**config.mk**
```make
export PLATFORM = sky130hd
export DESIGN_NAME = nbody_pair_sched_flat
export DESIGN_NICKNAME = d
export VERILOG_FILES = /design/src/rtl/nbody_pair_sched_if.sv /design/src/rtl/nbody_pair_sched.sv /design/src/flat_wrapper.sv
export SDC_FILE = /design/constraint.sdc
export NUM_CORES = 1
export LEC_CHECK = 0
export BUFFER_PORTS_ARGS = -buffer_cell sky130_fd_sc_hd__clkbuf_2
export CORE_ASPECT_RATIO = 1.75
export CORE_MARGIN = 3
export CORE_UTILIZATION = 45
export DETAILED_ROUTE_END_ITERATION = 6
export SYNTH_ARGS = -nofsm -noshare
export SYNTH_HDL_FRONTEND = slang
export SYNTH_SLANG_ARGS = --single-unit
```
**constraint.sdc**
```tcl
create_clock -name clk -period 4.85 [get_ports clk]
set_input_delay 0 -clock clk [delete_from_list [all_inputs] [get_ports clk]]
set_output_delay 0 -clock clk [all_outputs]
set_load 0.01 [all_outputs]
```
**src/rtl/nbody_pair_sched_if.sv**
```systemverilog
// rtl/nbody_pair_sched_if.sv - force/update datapath handshake bundle for the n-body pair scheduler
// Ports (as seen from the scheduler through modport master):
//    issue_valid/issue_ready  pair handshake toward the force pipeline
//    issue_i, issue_j         target / source body index of the pair
//    issue_first, issue_last  accumulator clear / commit markers for the current target
//    ret_valid                one result leaving the force pipeline tail
//    upd_valid, upd_idx       position/velocity update strobe and body index
`timescale 1ns/1ps
interface nbody_pair_sched_if #(
   parameter int BODY_ADDR_WIDTH = 9
);
   logic                       issue_valid;
   logic                       issue_ready;
   logic [BODY_ADDR_WIDTH-1:0] issue_i;
   logic [BODY_ADDR_WIDTH-1:0] issue_j;
   logic                       issue_first;
   logic                       issue_last;
   logic                       ret_valid;
   logic                       upd_valid;
   logic [BODY_ADDR_WIDTH-1:0] upd_idx;

   modport master (
      output issue_valid, issue_i, issue_j, issue_first, issue_last, upd_valid, upd_idx,
      input  issue_ready, ret_valid
   );

   modport slave (
      input  issue_valid, issue_i, issue_j, issue_first, issue_last, upd_valid, upd_idx,
      output issue_ready, ret_valid
   );
endinterface

```
**src/rtl/nbody_pair_sched.sv**
```systemverilog
// rtl/nbody_pair_sched.sv - timestep sequencer issuing ordered body pairs and per-body updates
// Ports:
//    clk, rst          clock, asynchronous active-low reset
//    go                start pulse, accepted only in IDLE or DONE
//    n_bodies, gap     body count (clamped to 2^BODY_ADDR_WIDTH) and timestep count (0 runs one step)
//    dp                datapath bundle (modport master): pair issue, pipeline return, update strobe
//    busy, done        run in progress / run finished (level until the next accepted go)
//    step_count        completed timesteps of the current run
//    err               sticky: a return arrived while nothing was in flight
`timescale 1ns/1ps
module nbody_pair_sched #(
   parameter int BODY_ADDR_WIDTH = 9,
   parameter int STEP_WIDTH      = 16,
   parameter int INFLIGHT_WIDTH  = 8,
   parameter int UPD_LATENCY     = 12
) (
   input  logic                     clk,
   input  logic                     rst,
   input  logic                     go,
   input  logic [BODY_ADDR_WIDTH:0] n_bodies,
   input  logic [STEP_WIDTH-1:0]    gap,
   nbody_pair_sched_if.master       dp,
   output logic                     busy,
   output logic                     done,
   output logic [STEP_WIDTH-1:0]    step_count,
   output logic                     err
);
   localparam int BA     = BODY_ADDR_WIDTH;
   localparam int NW     = BODY_ADDR_WIDTH + 1;
   localparam int WAIT_W = $clog2(UPD_LATENCY + 1);
   localparam logic [NW-1:0] N_MAX = {1'b1, {BODY_ADDR_WIDTH{1'b0}}};

   typedef enum logic [2:0] {IDLE, FORCE, DRAIN, UPDATE, UWAIT, DONE} state_t;

   state_t                    state_q, state_d;
   logic [NW-1:0]             n_q, n_d;
   logic [STEP_WIDTH-1:0]     gap_q, gap_d;
   logic [BA-1:0]             i_q, i_d;
   logic [BA-1:0]             j_q, j_d;
   logic [BA-1:0]             upd_q, upd_d;
   logic [STEP_WIDTH-1:0]     step_q, step_d;
   logic [INFLIGHT_WIDTH-1:0] infl_q, infl_d;
   logic [WAIT_W-1:0]         wait_q, wait_d;
   logic                      err_q, err_d;

   logic [NW-1:0] n_eff, n_m1, n_m2, last_j;
   logic [BA-1:0] first_j;
   logic          hs;

   always_ff @(posedge clk or negedge rst) begin
      if (!rst) begin
         state_q <= IDLE;
         n_q     <= '0;
         gap_q   <= '0;
         i_q     <= '0;
         j_q     <= '0;
         upd_q   <= '0;
         step_q  <= '0;
         infl_q  <= '0;
         wait_q  <= '0;
         err_q   <= 1'b0;
      end else begin
         state_q <= state_d;
         n_q     <= n_d;
         gap_q   <= gap_d;
         i_q     <= i_d;
         j_q     <= j_d;
         upd_q   <= upd_d;
         step_q  <= step_d;
         infl_q  <= infl_d;
         wait_q  <= wait_d;
         err_q   <= err_d;
      end
   end

   assign n_eff   = (n_bodies > N_MAX) ? N_MAX : n_bodies;
   assign n_m1    = n_q - NW'(1);
   assign n_m2    = n_q - NW'(2);
   // The last target body has no j == n-1 partner once j == i is skipped.
   assign last_j  = ({1'b0, i_q} == n_m1) ? n_m2 : n_m1;
   assign first_j = (i_q == '0) ? BA'(1) : '0;
   assign hs      = (state_q == FORCE) && dp.issue_ready;

   always_comb begin
      state_d = state_q;
      n_d     = n_q;
      gap_d   = gap_q;
      i_d     = i_q;
      j_d     = j_q;
      upd_d   = upd_q;
      step_d  = step_q;
      infl_d  = infl_q;
      wait_d  = wait_q;
      err_d   = err_q;

      case (state_q)
         IDLE, DONE: begin
            if (go) begin
               n_d    = n_eff;
               gap_d  = (gap == '0) ? STEP_WIDTH'(1) : gap;
               step_d = '0;
               err_d  = 1'b0;
               i_d    = '0;
               j_d    = BA'(1);
               upd_d  = '0;
               if (n_eff >= NW'(2))      state_d = FORCE;
               else if (n_eff == NW'(1)) state_d = UPDATE;
               else                      state_d = DONE;
            end
         end
         FORCE: begin
            if (hs) begin
               if ({1'b0, j_q} == last_j) begin
                  if ({1'b0, i_q} == n_m1) begin
                     state_d = DRAIN;
                  end else begin
                     i_d = i_q + BA'(1);
                     j_d = '0;
                  end
               end else begin
                  // j is below last_j here, so stepping over i always lands on a valid j.
                  j_d = ((j_q + BA'(1)) == i_q) ? j_q + BA'(2) : j_q + BA'(1);
               end
            end
         end
         DRAIN: begin
            if (infl_q == '0) begin
               state_d = UPDATE;
               upd_d   = '0;
            end
         end
         UPDATE: begin
            if ({1'b0, upd_q} == n_m1) begin
               state_d = UWAIT;
               wait_d  = '0;
            end else begin
               upd_d = upd_q + BA'(1);
            end
         end
         UWAIT: begin
            if (wait_q == WAIT_W'(UPD_LATENCY - 1)) begin
               step_d = step_q + STEP_WIDTH'(1);
               if ((step_q + STEP_WIDTH'(1)) == gap_q) begin
                  state_d = DONE;
               end else begin
                  i_d     = '0;
                  j_d     = BA'(1);
                  upd_d   = '0;
                  state_d = (n_q >= NW'(2)) ? FORCE : UPDATE;
               end
            end else begin
               wait_d = wait_q + WAIT_W'(1);
            end
         end
         default: state_d = IDLE;
      endcase

      // Simultaneous issue and return cancel; a return with nothing in flight is an error.
      case ({hs, dp.ret_valid})
         2'b10:   infl_d = infl_q + INFLIGHT_WIDTH'(1);
         2'b01: begin
            if (infl_q == '0) err_d  = 1'b1;
            else              infl_d = infl_q - INFLIGHT_WIDTH'(1);
         end
         default: ;
      endcase
   end

   assign dp.issue_valid = (state_q == FORCE);
   assign dp.issue_i     = i_q;
   assign dp.issue_j     = j_q;
   assign dp.issue_first = (state_q == FORCE) && (j_q == first_j);
   assign dp.issue_last  = (state_q == FORCE) && ({1'b0, j_q} == last_j);
   assign dp.upd_valid   = (state_q == UPDATE);
   assign dp.upd_idx     = upd_q;
   assign busy           = (state_q != IDLE) && (state_q != DONE);
   assign done           = (state_q == DONE);
   assign step_count     = step_q;
   assign err            = err_q;
endmodule

```
**src/flat_wrapper.sv**
```systemverilog
// flat-port wrapper written by rule: the top's interface ports become plain ports
module nbody_pair_sched_flat 
#(
   parameter int BODY_ADDR_WIDTH = 9,
   parameter int STEP_WIDTH      = 16,
   parameter int INFLIGHT_WIDTH  = 8,
   parameter int UPD_LATENCY     = 12
)
  (clk, rst, go, n_bodies, gap, busy, done, step_count, err, dp_issue_valid, dp_issue_i, dp_issue_j, dp_issue_first, dp_issue_last, dp_upd_valid, dp_upd_idx, dp_issue_ready, dp_ret_valid);
  nbody_pair_sched_if #(.BODY_ADDR_WIDTH(BODY_ADDR_WIDTH)) dp_i ();
  input  logic clk;
  input  logic rst;
  input  logic go;
  input  logic [BODY_ADDR_WIDTH:0] n_bodies;
  input  logic [STEP_WIDTH-1:0] gap;
  output logic busy;
  output logic done;
  output logic [STEP_WIDTH-1:0] step_count;
  output logic err;
  output wire logic [$bits(dp_i.issue_valid)-1:0] dp_issue_valid;
  output wire logic [$bits(dp_i.issue_i)-1:0] dp_issue_i;
  output wire logic [$bits(dp_i.issue_j)-1:0] dp_issue_j;
  output wire logic [$bits(dp_i.issue_first)-1:0] dp_issue_first;
  output wire logic [$bits(dp_i.issue_last)-1:0] dp_issue_last;
  output wire logic [$bits(dp_i.upd_valid)-1:0] dp_upd_valid;
  output wire logic [$bits(dp_i.upd_idx)-1:0] dp_upd_idx;
  input wire logic [$bits(dp_i.issue_ready)-1:0] dp_issue_ready;
  input wire logic [$bits(dp_i.ret_valid)-1:0] dp_ret_valid;
  assign dp_issue_valid = dp_i.issue_valid;
  assign dp_issue_i = dp_i.issue_i;
  assign dp_issue_j = dp_i.issue_j;
  assign dp_issue_first = dp_i.issue_first;
  assign dp_issue_last = dp_i.issue_last;
  assign dp_upd_valid = dp_i.upd_valid;
  assign dp_upd_idx = dp_i.upd_idx;
  assign dp_i.issue_ready = dp_issue_ready;
  assign dp_i.ret_valid = dp_ret_valid;
  nbody_pair_sched #(.BODY_ADDR_WIDTH(BODY_ADDR_WIDTH), .STEP_WIDTH(STEP_WIDTH), .INFLIGHT_WIDTH(INFLIGHT_WIDTH), .UPD_LATENCY(UPD_LATENCY)) u_core (.clk(clk), .rst(rst), .go(go), .n_bodies(n_bodies), .gap(gap), .dp(dp_i), .busy(busy), .done(done), .step_count(step_count), .err(err));
endmodule
```
==> summary.md, run 1 <==
| Metric | Value |
|---|---|
| Routed WL | `a little under 20 mm` |
| Post-Syn Nets | `between 700 and 800` |
| PwrDens | `593.8 nW/um2` |
| DRT iter0 DRCs | `around 200` |
| Remaining routing DRC violations | `0` |
| Post-synthesis sequential area ratio | `0.3320` |
| Core Area | `13910 um2` |
| Vias in the first global route | `approximately 6000` |
| GRT Resource Usage Total | `0.2518` |
| Pre-antenna DRT Iters | `4` |
| CP Cell Sequence | `inv_1 > ha_1 > or3b_1 > or3_4 > a211oi_4 > o211a_1 > nand2_1 > a211oi_1 > nand3_1 > nor4_4 > buf_4 > and2_1 > clkbuf_2` |
| CP Max Fanout | `28` |
| Post-DR vias/cell | `5.966` |
| Clock root buffer | `clkbuf_16` |
| Static leakage | `around 3.3 nW` |
| Syn Inst Count | `722` |
| Ys Warns | `0` |
| CP peak stage delay | `530 ps` |
| Status | `complete, no violations` |
| Grt total ovfl | `0` |
| Final WS setup | `about 310 ps` |
| Fmax | `roughly 220 MHz` |
| Die ar. | `15760 um2` |
| Top_reg_cell synth | `dfrtp_1` |
| Crit path launch type | `register` |
| Largest net degree at the start of global routing | `between 60 and 70` |
| Final Power | `4.428 mW` |
| Most frequent cells in the layout | `dfrtp_1, nand2_1, clkbuf_2` |
| Crit path DAT | `4540 ps` |
| Initial antenna violation count | `0` |
| Mapped cell area | `between 6000 and 7000 um2` |
| EDFF count, synth | `0` |
| Buf+Inv Stages, Crit Path | `3` |
| First-pass GRT wire length | `a little over 30 mm` |
| Actual slew at the worst max-slew pin | `between 800 and 900 ps` |
| Post-CTS Setup Bufs | `0` |
| Fin crit share | `0.9354` |
| Critical Path RT | `about 4900 ps` |
| CTS sink count | `between 80 and 90` |
| CP max-delay cell | `dfrtp_1` |
| Worst slew margin | `0.4137` |
| Setup violators final | `0` |
| Skew-Pair Late Insertion Delay | `roughly 350 ps` |
| Max Cap Viol | `0` |
| Yosys cell types | `88` |
| Mean Syn Cell Area | `around 8.9 um2` |
| Clock Pin Slew Worst Setup and Hold Paths | `~80 ps` |
| Net count, final | `between 800 and 900` |
| Tmin final | `between 4000 and 5000 ps` |
| Gpl congestion | `a little over 0.9` |
| Die Span Y | `around 160 um` |
| Antenna-violating nets left | `0` |
| Crit. End Element | `output port` |
| CTS tree | `yes` |
| Rows | `57` |
| Max Root-Sink Buffers | `2` |
| Die Wd | `96.20 um` |
| Synth async-reset ratio | `1.000` |
| Hold Crit Class | `primary input to register` |
| Yosys reg bits | `85` |
| Proportion of layout cells with a drive suffix above 1 | `0.2017` |
| Final Slew Violations | `0` |
| Via count | `roughly 5900` |
| Layout Area Growth over Synthesis | `16.38%` |
| Sum Neg Setup Slack | `0 ps` |
| Routed len/inst | `slightly below 20 um` |
| Largest delay contributor family on the critical path | `simple AND/OR/NAND/NOR gates` |
| Ant diodes | `0` |
| DP Worst Slack | `419.6 ps` |
| Maximum vdd drop | `about 0.28 mV` |
| DP HPWL | `~14 mm` |
| I/O pin count | `around 80` |
| Commonest non-fill, non-tap cell in the layout | `dfrtp_1` |
| H-tree levels | `3` |
| Setup CP Type | `register to output port` |
| # port buffers | `80` |
| CTS buffer count | `9` |
| Final hold vios | `0` |
| RSZ-0062 raised after global routing | `false` |
| Clk_skew | `approximately 10 ps` |
| Filler Cells Inserted | `roughly 1300` |
| Initial Utilization | `0.4607` |
==> cell usage after synthesis (all sizes together) (3+ instances only) <==
library cell   n  area, um2
nor4          19      133.9
buf           10      76.32
nand3         32      160.2
nand2         79      296.5
xnor2         52      463.0
dfrtp         85       2127
or3           13      97.59
clkbuf        33      168.9
o31ai          6      45.04
a22o           8      70.07
a21o           7      52.55
ha            16      200.2
a211oi         5      50.05
a31o           6      52.55
nor3          21      105.1
mux2          18      202.7
or2            6      37.54
nor2          48      182.7
nand2b         6      37.54
a21oi         20      103.9
or4            4      33.78
a221o          4      40.04
xnor3          4      90.09
and2           6      37.54
a31oi         15      93.84
nor4b          9      93.84
mux2i          4      40.04
xor2          26      227.7
o211ai         6      58.81
nor3b          6      50.05
nand4         10      62.56
o21ai         52      282.8
inv           22      82.58
o2111ai        4      35.03
o21bai         3      22.52
o311ai         3      33.79
and3          19      123.9
==> worst paths after layout <==
check,startpoint,to,slack (ps),cells after the start
max reg2reg,u_core.n_q[0],u_core.dp.issue_j[8],400,13
max,u_core.n_q[0],dp_issue_last,310,13
max in group asynchronous,rst,u_core.state_q[2],3610,3
min in group asynchronous,rst,u_core.dp.issue_j[7],70,2
min reg2reg,u_core.err,u_core.err,500,2
min,n_bodies[9],u_core.n_q[9],20,2
==> power by group <==
group	total, mW	switching [mW]	internal [mW]
clock	0.759	0.334	0.425
sequential	1.28	0.362	0.921
combinational	2.39	1.31	1.07
total	4.43	2.01	2.42
==> area by class of cell <==
class	instances	area, um2	area share
multi-input cells	571	3950	0.5297
flip-flops and latches	85	2127	0.2852
repair buffers	119	760.7	0.1020
clock buffers	10	239.0	0.03205
well taps	177	221.5	0.02970
inverters	22	82.58	0.01107
clock inverters	6	76.32	0.01023
==> kinds of logic (layout without fill, tap and decap cells) <==
| group | after synthesis | after routing | share of synthesized area |
|---|---|---|---|
| AOI/OAI and AO/OA | 162 | 162 | 0.1783 |
| xor gates and xnor gates | 83 | 83 | 0.1258 |
| adders and majority gates | 18 | 18 | 0.03593 |
| buffers and inverters | 66 | 157 | 0.05272 |
| DFF | 85 | 85 | 0.3320 |
| muxes | 22 | 22 | 0.03788 |
| and+or+nand+nor | 286 | 286 | 0.2375 |
==> metrics by stage <==
| stage | hold slack, ps | utilization | std cells | area (um2) |
|---|---|---|---|---|
| finish | 18.79 | 0.5362 | 990 | 7457 |
| global route | 32.95 | 0.5362 | 990 | 7457 |
| CTS | 7.484 | 0.5357 | 990 | 7450 |
| detailed placement | -86.63 | 0.4943 | 948 | 6874 |
| global placement | -94.44 | 0.4943 | 948 | 6874 |
| floorplan | -295.6 | - | 722 | 6407 |
==> worst reg2reg max path: cells and delay by family, from the launching register on <==
family | cells | cell delay (ps)
fa+ha+maj | 1 | 260
simple gates | 6 | 1660
buf+inv | 2 | 540
flops | 1 | 530
compound gates | 4 | 1330
==> layer usage <==
metal | vias to the layer above | part of all wire | track usage
met5 | - | 0 | 0
met4 | 0 | 0.052 | 0.1470
met3 | 59 | 0.030 | 0.03071
met2 | 142 | 0.56 | 0.4813
met1 | 2906 | 0.36 | 0.2481
li1 | 2799 | - | -
==> sequential cells by signal (all words and copies together), names as in the netlist <==
signal / cells
u_core.err: 1
u_core.gap_q: 16
u_core.dp.issue_j: 9
u_core.infl_q: 8
u_core.dp.issue_i: 9
u_core.n_q: 10
u_core.wait_q: 4
u_core.step_count: 16
u_core.dp.upd_idx: 9
u_core.state_q: 3
==> what timing repair did <==
| item | 4_1_cts | 5_1_grt |
|---|---|---|
| endpoints found under the setup margin | 0 | 1 |
| hold buffers | 26 | 0 |
| hold endpoints to repair | 45 | 0 |
| resized for setup | 0 | 1 |
Power figures use the tool's default switching activity.
==> inputs of run 2 (changes only) <==
Settings changed: ABC_AREA set to 1.
==> summary.md, run 2 <==
| Metric | Value |
|---|---|
| Yosys top cell area share | `0.3322 (was 0.3320)` |
| Worst slew margin | `0.3177 (was 0.4137)` |
| Die ar. | `15750 um2 (was 15760 um2)` |
| DP HPWL | `15.69 mm (was 14.46 mm)` |
| Worst flop-to-flop path startpoint | `u_core.n_q[0] (unchanged)` |
| Ys Warns | `0 (unchanged)` |
| Max Root-Sink Buffers | `2 (unchanged)` |
| I/O pin count | `81 (unchanged)` |
| Post-synth top area cell | `dfrtp_1 (unchanged)` |
| Actual slew at the worst max-slew pin | `1020 ps (was 876.2 ps)` |
| Die Span Y | `163.8 um (was 163.9 um)` |
| Critical Path RT | `5090 ps (was 4850 ps)` |
| CP Max Fanout | `13 (was 28)` |
| First-pass GRT wire length | `32.39 mm (was 30.49 mm)` |
| Post-CTS Setup Bufs | `0 (unchanged)` |
| Filler Cells Inserted | `1463 (was 1336)` |
| Clock root buffer | `clkbuf_16 (unchanged)` |
| Register-to-register path setup slack | `1380 ps (was 400 ps)` |
| Post-Syn Nets | `990 (was 770)` |
| CTS tree | `yes (unchanged)` |
| Top_reg_cell synth | `dfrtp_1 (unchanged)` |
| Initial antenna violation count | `0 (unchanged)` |
| Clk_skew | `8.420 ps (was 10.37 ps)` |
| Most frequent cells in the layout | `nand2_1, inv_1, nor2_1 (was dfrtp_1, nand2_1, clkbuf_2)` |
| Worst R2R End | `u_core.dp.issue_j[8] (unchanged)` |
| PwrDens | `625.9 nW/um2 (was 593.8 nW/um2)` |
| Tmin final | `3468 ps (was 4537 ps)` |
| Syn Inst Count | `942 (was 722)` |
| GRT Resource Usage Total | `0.2695 (was 0.2518)` |
| Mean Syn Cell Area | `6.798 um2 (was 8.875 um2)` |
| Clock Pin Slew Worst Setup and Hold Paths | `70 ps (was 80 ps)` |
| Crit path DAT | `3710 ps (was 4540 ps)` |
| Worst hold slack | `8.456 ps (was 18.79 ps)` |
| Grt total ovfl | `0 (unchanged)` |
| Capture point of the worst path | `u_core.dp.issue_j[8] (was dp_issue_last)` |
| Crit path launch type | `register (unchanged)` |
| Ant diodes | `0 (unchanged)` |
| Core Area | `13910 um2 (unchanged)` |
| Remaining routing DRC violations | `0 (unchanged)` |
| Via count | `6546 (was 5906)` |
| # port buffers | `80 (unchanged)` |
| Proportion of layout cells with a drive suffix above 1 | `0.1281 (was 0.2017)` |
| Final hold vios | `0 (unchanged)` |
| Post-synthesis sequential area ratio | `0.3322 (was 0.3320)` |
| Initial Utilization | `0.4605 (was 0.4607)` |
| Status | `complete, no violations (unchanged)` |
| Antenna-violating nets left | `0 (unchanged)` |
| Hold Crit Class | `primary input to register (unchanged)` |
| Fmax | `288.3 MHz (was 220.4 MHz)` |
| DRT iter0 DRCs | `234 (was 197)` |
| Net count, final | `1090 (was 856)` |
| Yosys cell types | `48 (was 88)` |
| Setup CP Type | `register to register (was register to output port)` |
| Crit. End Element | `register (was output port)` |
| Commonest non-fill, non-tap cell in the layout | `nand2_1 (was dfrtp_1)` |
| CTS buffer count | `9 (unchanged)` |
| Layout Area Growth over Synthesis | `17.47% (was 16.38%)` |
| H-tree levels | `3 (unchanged)` |
| Largest net degree at the start of global routing | `56 (was 66)` |
| R2R cell count | `21 (was 13)` |
| Die Wd | `96.18 um (was 96.20 um)` |
| Fin crit share | `0.7151 (was 0.9354)` |
| Static leakage | `3.770 nW (was 3.312 nW)` |
| Most instantiated cells after synthesis | `nand2_1, inv_1, nor2_1, dfrtp_1, nand3_1 (was dfrtp_1, nand2_1, xnor2_1, o21ai_0, nor2_1)` |
| Routed len/inst | `16.60 um (was 19.45 um)` |
| Setup violators final | `0 (unchanged)` |
| Critical Path Source | `u_core.n_q[0] (unchanged)` |
| Vias in the first global route | `6522 (was 5999)` |
| CTS sink count | `85 (unchanged)` |
| Top post-synthesis cells by area | `dfrtp_1, nand2_1, inv_1 (was dfrtp_1, xnor2_1, nand2_1)` |
| Final Slew Violations | `0 (unchanged)` |
| Synth async-reset ratio | `1.000 (unchanged)` |
| Pre-antenna DRT Iters | `6 (was 4)` |
| Rows | `57 (unchanged)` |
| Post-DR vias/cell | `5.352 (was 5.966)` |
| Max Cap Viol | `0 (unchanged)` |
| Maximum vdd drop | `0.2437 mV (was 0.2758 mV)` |
| Mapped cell area | `6404 um2 (was 6407 um2)` |
| Yosys reg bits | `85 (unchanged)` |
| Skew-Pair Late Insertion Delay | `340 ps (was 350 ps)` |
| RSZ-0062 raised after global routing | `false (unchanged)` |
| EDFF count, synth | `0 (unchanged)` |
| Sum Neg Setup Slack | `0 ps (unchanged)` |
| Top-count cell post-synth | `nand2_1 (was dfrtp_1)` |
| Routed WL | `20.30 mm (was 19.25 mm)` |
| Gpl congestion | `0.9408 (was 0.9259)` |
==> run 2: routing by layer <==
| metal | GRT usage | vias to the layer above | share of wire |
|---|---|---|---|
| li1 | - | 3267 | - |
| met1 | 0.2708 | 3035 | 0.35 |
| met2 | 0.5039 | 183 | 0.55 |
| met3 | 0.03666 | 61 | 0.039 |
| met4 | 0.1632 | 0 | 0.057 |
| met5 | 0 | - | 0 |
==> run 2: layout make-up <==
cell class / instances / area (um2) / area share
clock inverter: 4 / 72.57 / 0.009647
timing repair buffer: 111 / 700.7 / 0.09315
sequential: 85 / 2127 / 0.2828
inverter: 119 / 446.7 / 0.05938
clock buffer: 11 / 242.7 / 0.03227
tap: 177 / 221.5 / 0.02944
multi-input combinational: 716 / 3711 / 0.4933
==> run 2: where the power goes <==
part	leakage [nW]	switching, mW	internal, mW
logic	2.50	1.85	0.914
registers	1.12	0.272	0.910
clock network	0.152	0.300	0.463
==> run 2: critical path: stages, from the launching register on <==
cell and delay, ps:
dfrtp_1 460, inv_2 160, ha_1 270, nand2_1 90, nor2_1 160, nand3_1 90
nand3_1 90, nand2_1 80, nor2_2 350, nand3_2 350, nand2_1 170, nand2_1 60
nand2_1 80, nand2_1 50, nor2_1 90, nand2_1 90, nor2_4 120, nand3_1 110
nand2_2 210, inv_1 150, nand2_1 90, nand2_1 50
==> run 2: timing repair <==
item / CTS / global route
hold buffers: 26 / 0
gates resized for setup: 0 / 0
hold endpoints to repair: 54 / 0
==> run 2: worst min path at each step <==
stage,start,endpoint,slack [ps],cells after the start
global route,n_bodies[2],u_core.n_q[2],30,5
global placement,rst,u_core.dp.issue_j[4],-30,1
finish,n_bodies[2],u_core.n_q[2],8,5
CTS,n_bodies[2],u_core.n_q[2],4,5
detailed placement,rst,u_core.dp.issue_j[4],-30,1
floorplan,rst,u_core.dp.issue_i[0],-300,0
==> run 2: per-stage QoR <==
stage | cell area [um2] | setup slack [ps] | utilization | std cells | power, mW
2_1_floorplan | 6404 | 2228 | - | 942 | 3.199
3_3_place_gp | 6947 | 1451 | 0.4995 | 1182 | 3.923
3_5_place_dp | 6947 | 1391 | 0.4995 | 1182 | 3.932
4_1_cts | 7522 | 1393 | 0.5409 | 1223 | 4.731
5_1_grt | 7522 | 854.4 | 0.5409 | 1223 | 5.149
6_report | 7522 | 1382 | 0.5409 | 1223 | 4.708
==> run 2: cells by family after synthesis <==
family | synth area share
compound gates | 0.09047
xor+xnor | 0.07933
fa+ha+maj | 0.03439
buf+inv | 0.08871
flops | 0.3322
simple gates | 0.3750
==> inputs of run 3 (changes only) <==
Settings changed: ABC_AREA 1 to 0, PLACE_DENSITY set to 0.67.
Clock period 4.85 ns to 3.03 ns, I/O delays scaled along.
==> summary.md, run 3 (same netlist as run 1, synthesis figures left out) <==
| Metric | Value |
|---|---|
| CP Max Fanout | `8 (was 13)` |
| Post-DR vias/cell | `5.970 (was 5.352)` |
| Filler Cells Inserted | `1197 (was 1463)` |
| CP peak stage delay | `530 ps (was 460 ps)` |
| Ant diodes | `0 (unchanged)` |
| Final Slew Violations | `0 (unchanged)` |
| Most frequent cells in the layout | `buf_4, dfrtp_1, clkbuf_2 (was nand2_1, inv_1, nor2_1)` |
| Worst slew margin | `0.2652 (was 0.3177)` |
| GRT Resource Usage Total | `0.2830 (was 0.2695)` |
| Largest net degree at the start of global routing | `82 (was 56)` |
| First-pass GRT wire length | `33.85 mm (was 32.39 mm)` |
| # port buffers | `80 (unchanged)` |
| Critical Path Source | `u_core.n_q[1] (was u_core.n_q[0])` |
| CP Cell Sequence | `inv_2 > ha_4 > or3b_4 > or3_4 > a211oi_4 > buf_4 > o211a_4 > a211oi_2 > or4_1 > nand4b_1 > nor4_4 > buf_4 > a31o_4 > a221o_1 (was inv_2 > ha_1 > nand2_1 > nor2_1 > nand3_1 > nand3_1 > nand2_1 > nor2_2 > nand3_2 > nand2_1 > nand2_1 > nand2_1 > nand2_1 > nor2_1 > nand2_1 > nor2_4 > nand3_1 > nand2_2 > inv_1 > nand2_1 > nand2_1)` |
| Clock root buffer | `clkbuf_16 (unchanged)` |
| Die Wd | `96.20 um (was 96.18 um)` |
| Failing checks | `setup timing` |
| Initial antenna violation count | `1 (was 0)` |
| Most used cell, CP | `buf_4 (was nand2_1)` |
| Largest delay contributor family on the critical path | `simple AND/OR/NAND/NOR gates (unchanged)` |
| Antenna-violating nets left | `0 (unchanged)` |
| Vias in the first global route | `6731 (was 6522)` |
| Die Span Y | `163.9 um (was 163.8 um)` |
| Sum Neg Setup Slack | `-13390 ps (was 0 ps)` |
| Routed WL | `21.46 mm (was 20.30 mm)` |
| Die ar. | `15760 um2 (was 15750 um2)` |
| Proportion of layout cells with a drive suffix above 1 | `0.3319 (was 0.1281)` |
| Pre-antenna DRT Iters | `6 (unchanged)` |
| Placed cells | `1046 (was 1182)` |
| Worst flop-to-flop path startpoint | `u_core.n_q[1] (was u_core.n_q[0])` |
| Skew-Pair Late Insertion Delay | `350 ps (was 340 ps)` |
| Fmax | `266.6 MHz (was 288.3 MHz)` |
| RSZ-0062 raised after global routing | `true (was false)` |
| CTS sink count | `85 (unchanged)` |
| Max Cap Viol | `0 (unchanged)` |
| Final hold vios | `0 (unchanged)` |
| DRT iter0 DRCs | `339 (was 234)` |
| Via count | `6561 (was 6546)` |
| Static leakage | `3.893 nW (was 3.770 nW)` |
| Min-delay src | `dp_ret_valid (was n_bodies[2])` |
| R2R cell count | `14 (was 21)` |
| Core Area | `13910 um2 (unchanged)` |
| Remaining routing DRC violations | `0 (unchanged)` |
| Fin crit share | `1.238 (was 0.7151)` |
| Clk_skew | `8.980 ps (was 8.420 ps)` |
| Layout Area Growth over Synthesis | `32.90% (was 17.47%)` |
| Crit. End Element | `register (unchanged)` |
| Status | `finished, violations left (was complete, no violations)` |
| Rows | `57 (unchanged)` |
| PwrDens | `935.6 nW/um2 (was 625.9 nW/um2)` |
| Design Area, Final | `8516 um2 (was 7522 um2)` |
| Gpl congestion | `1.010 (was 0.9408)` |
| Crit path launch type | `register (unchanged)` |
| Setup violators final | `21 (was 0)` |
| CTS buffer count | `9 (unchanged)` |
| Cell Count, Final, Fillers Out | `1099 (was 1223)` |
| Crit path DAT | `3970 ps (was 3710 ps)` |
| Critical Path RT | `3250 ps (was 5090 ps)` |
| CP max-delay cell | `or4_1 (was dfrtp_1)` |
| I/O pin count | `81 (unchanged)` |
| Maximum vdd drop | `0.4367 mV (was 0.2437 mV)` |
| Tmin final | `3750 ps (was 3468 ps)` |
| Register-to-register path setup slack | `-720 ps (was 1380 ps)` |
| Final WS setup | `-720.3 ps (was 1382 ps)` |
| Placed instance area | `7660 um2 (was 6947 um2)` |
| Actual slew at the worst max-slew pin | `1102 ps (was 1020 ps)` |
| Layout Utilization | `0.6123 (was 0.5409)` |
| DP HPWL | `15.85 mm (was 15.69 mm)` |
| Clock Pin Slew Worst Setup and Hold Paths | `70 ps (about the same)` |
| Hold Crit Class | `primary input to register (unchanged)` |
| Net count, final | `965 (was 1090)` |
| Hold EP | `u_core.err (was u_core.n_q[2])` |
| CTS tree | `yes (unchanged)` |
| Hold Path Cell Cnt | `3 (was 5)` |
| DP Worst Slack | `-627.8 ps (was 1391 ps)` |
| Commonest non-fill, non-tap cell in the layout | `buf_4 (was nand2_1)` |
| H-tree levels | `3 (unchanged)` |
| Max Root-Sink Buffers | `2 (unchanged)` |
| Routed len/inst | `19.53 um (was 16.60 um)` |
| Buf+Inv Stages, Crit Path | `3 (was 2)` |
| Setup CP Type | `register to register (unchanged)` |
| Worst R2R End | `u_core.dp.issue_j[7] (was u_core.dp.issue_j[8])` |
| Initial Utilization | `0.4607 (was 0.4605)` |
| Grt total ovfl | `0 (unchanged)` |
## run 3: per-layer routing
| layer | vias to the layer above | track usage | share of wire |
|---|---|---|---|
| met5 | - | 0 | 0.00051 |
| li1 | 3018 | - | - |
| met4 | 2 | 0.2196 | 0.081 |
| met2 | 235 | 0.5058 | 0.54 |
| met1 | 3203 | 0.2665 | 0.33 |
| met3 | 103 | 0.06645 | 0.049 |
## run 3: how the worst max path moves through the flow
stage | end | slack [ps] | cells after the start
2_1_floorplan | u_core.dp.issue_j[7] | -600 | 14
3_3_place_gp | u_core.dp.issue_i[0] | -530 | 13
3_5_place_dp | u_core.dp.issue_i[6] | -630 | 13
4_1_cts | dp_issue_last | -760 | 13
5_1_grt | dp_issue_last | -840 | 15
6_report | u_core.dp.issue_j[7] | -720 | 14
## run 3: per-stage QoR
stage / total power [mW] / hold WS (ps)
floorplan: 4.880 / -295.6
global placement: 6.357 / 235.0
detailed placement: 6.503 / 245.0
CTS: 7.836 / 22.58
global route: 8.486 / 26.92
finish: 7.967 / 17.33
## run 3: what timing repair did
action                                 CTS  global route
endpoints found under the hold margin  105             0
setup endpoints to repair               31            33
hold buffers                            26             0
buffers inserted                        11             1
resized for setup                       28            20
pin swaps                               21            11
## run 3: final cells by class
type	instances	area, um2	area share
Inverter	22	85.08	0.009991
Multi-Input combinational cell	571	4175	0.4903
Timing Repair Buffer	228	1604	0.1884
Sequential cell	85	2127	0.2498
Clock inverter	5	60.06	0.007053
Clock buffer	11	242.7	0.02850
Tap cell	177	221.5	0.02601
## run 3: worst reg2reg max path: stages (launching register included)
cell and delay, ps:
dfrtp_1 390, inv_2 110, ha_4 140, or3b_4 370, or3_4 380, a211oi_4 260, buf_4 170, o211a_4 190
a211oi_2 80, or4_1 530, nand4b_1 180, nor4_4 90, buf_4 160, a31o_4 250, a221o_1 330
## run 3: where the power goes
part	internal, mW	total [mW]	switching [mW]	leakage [nW]
clock network	0.664	1.16	0.493	0.146
registers	1.48	1.87	0.395	1.11
logic	2.30	4.94	2.64	2.64
total	4.44	7.97	3.53	3.89
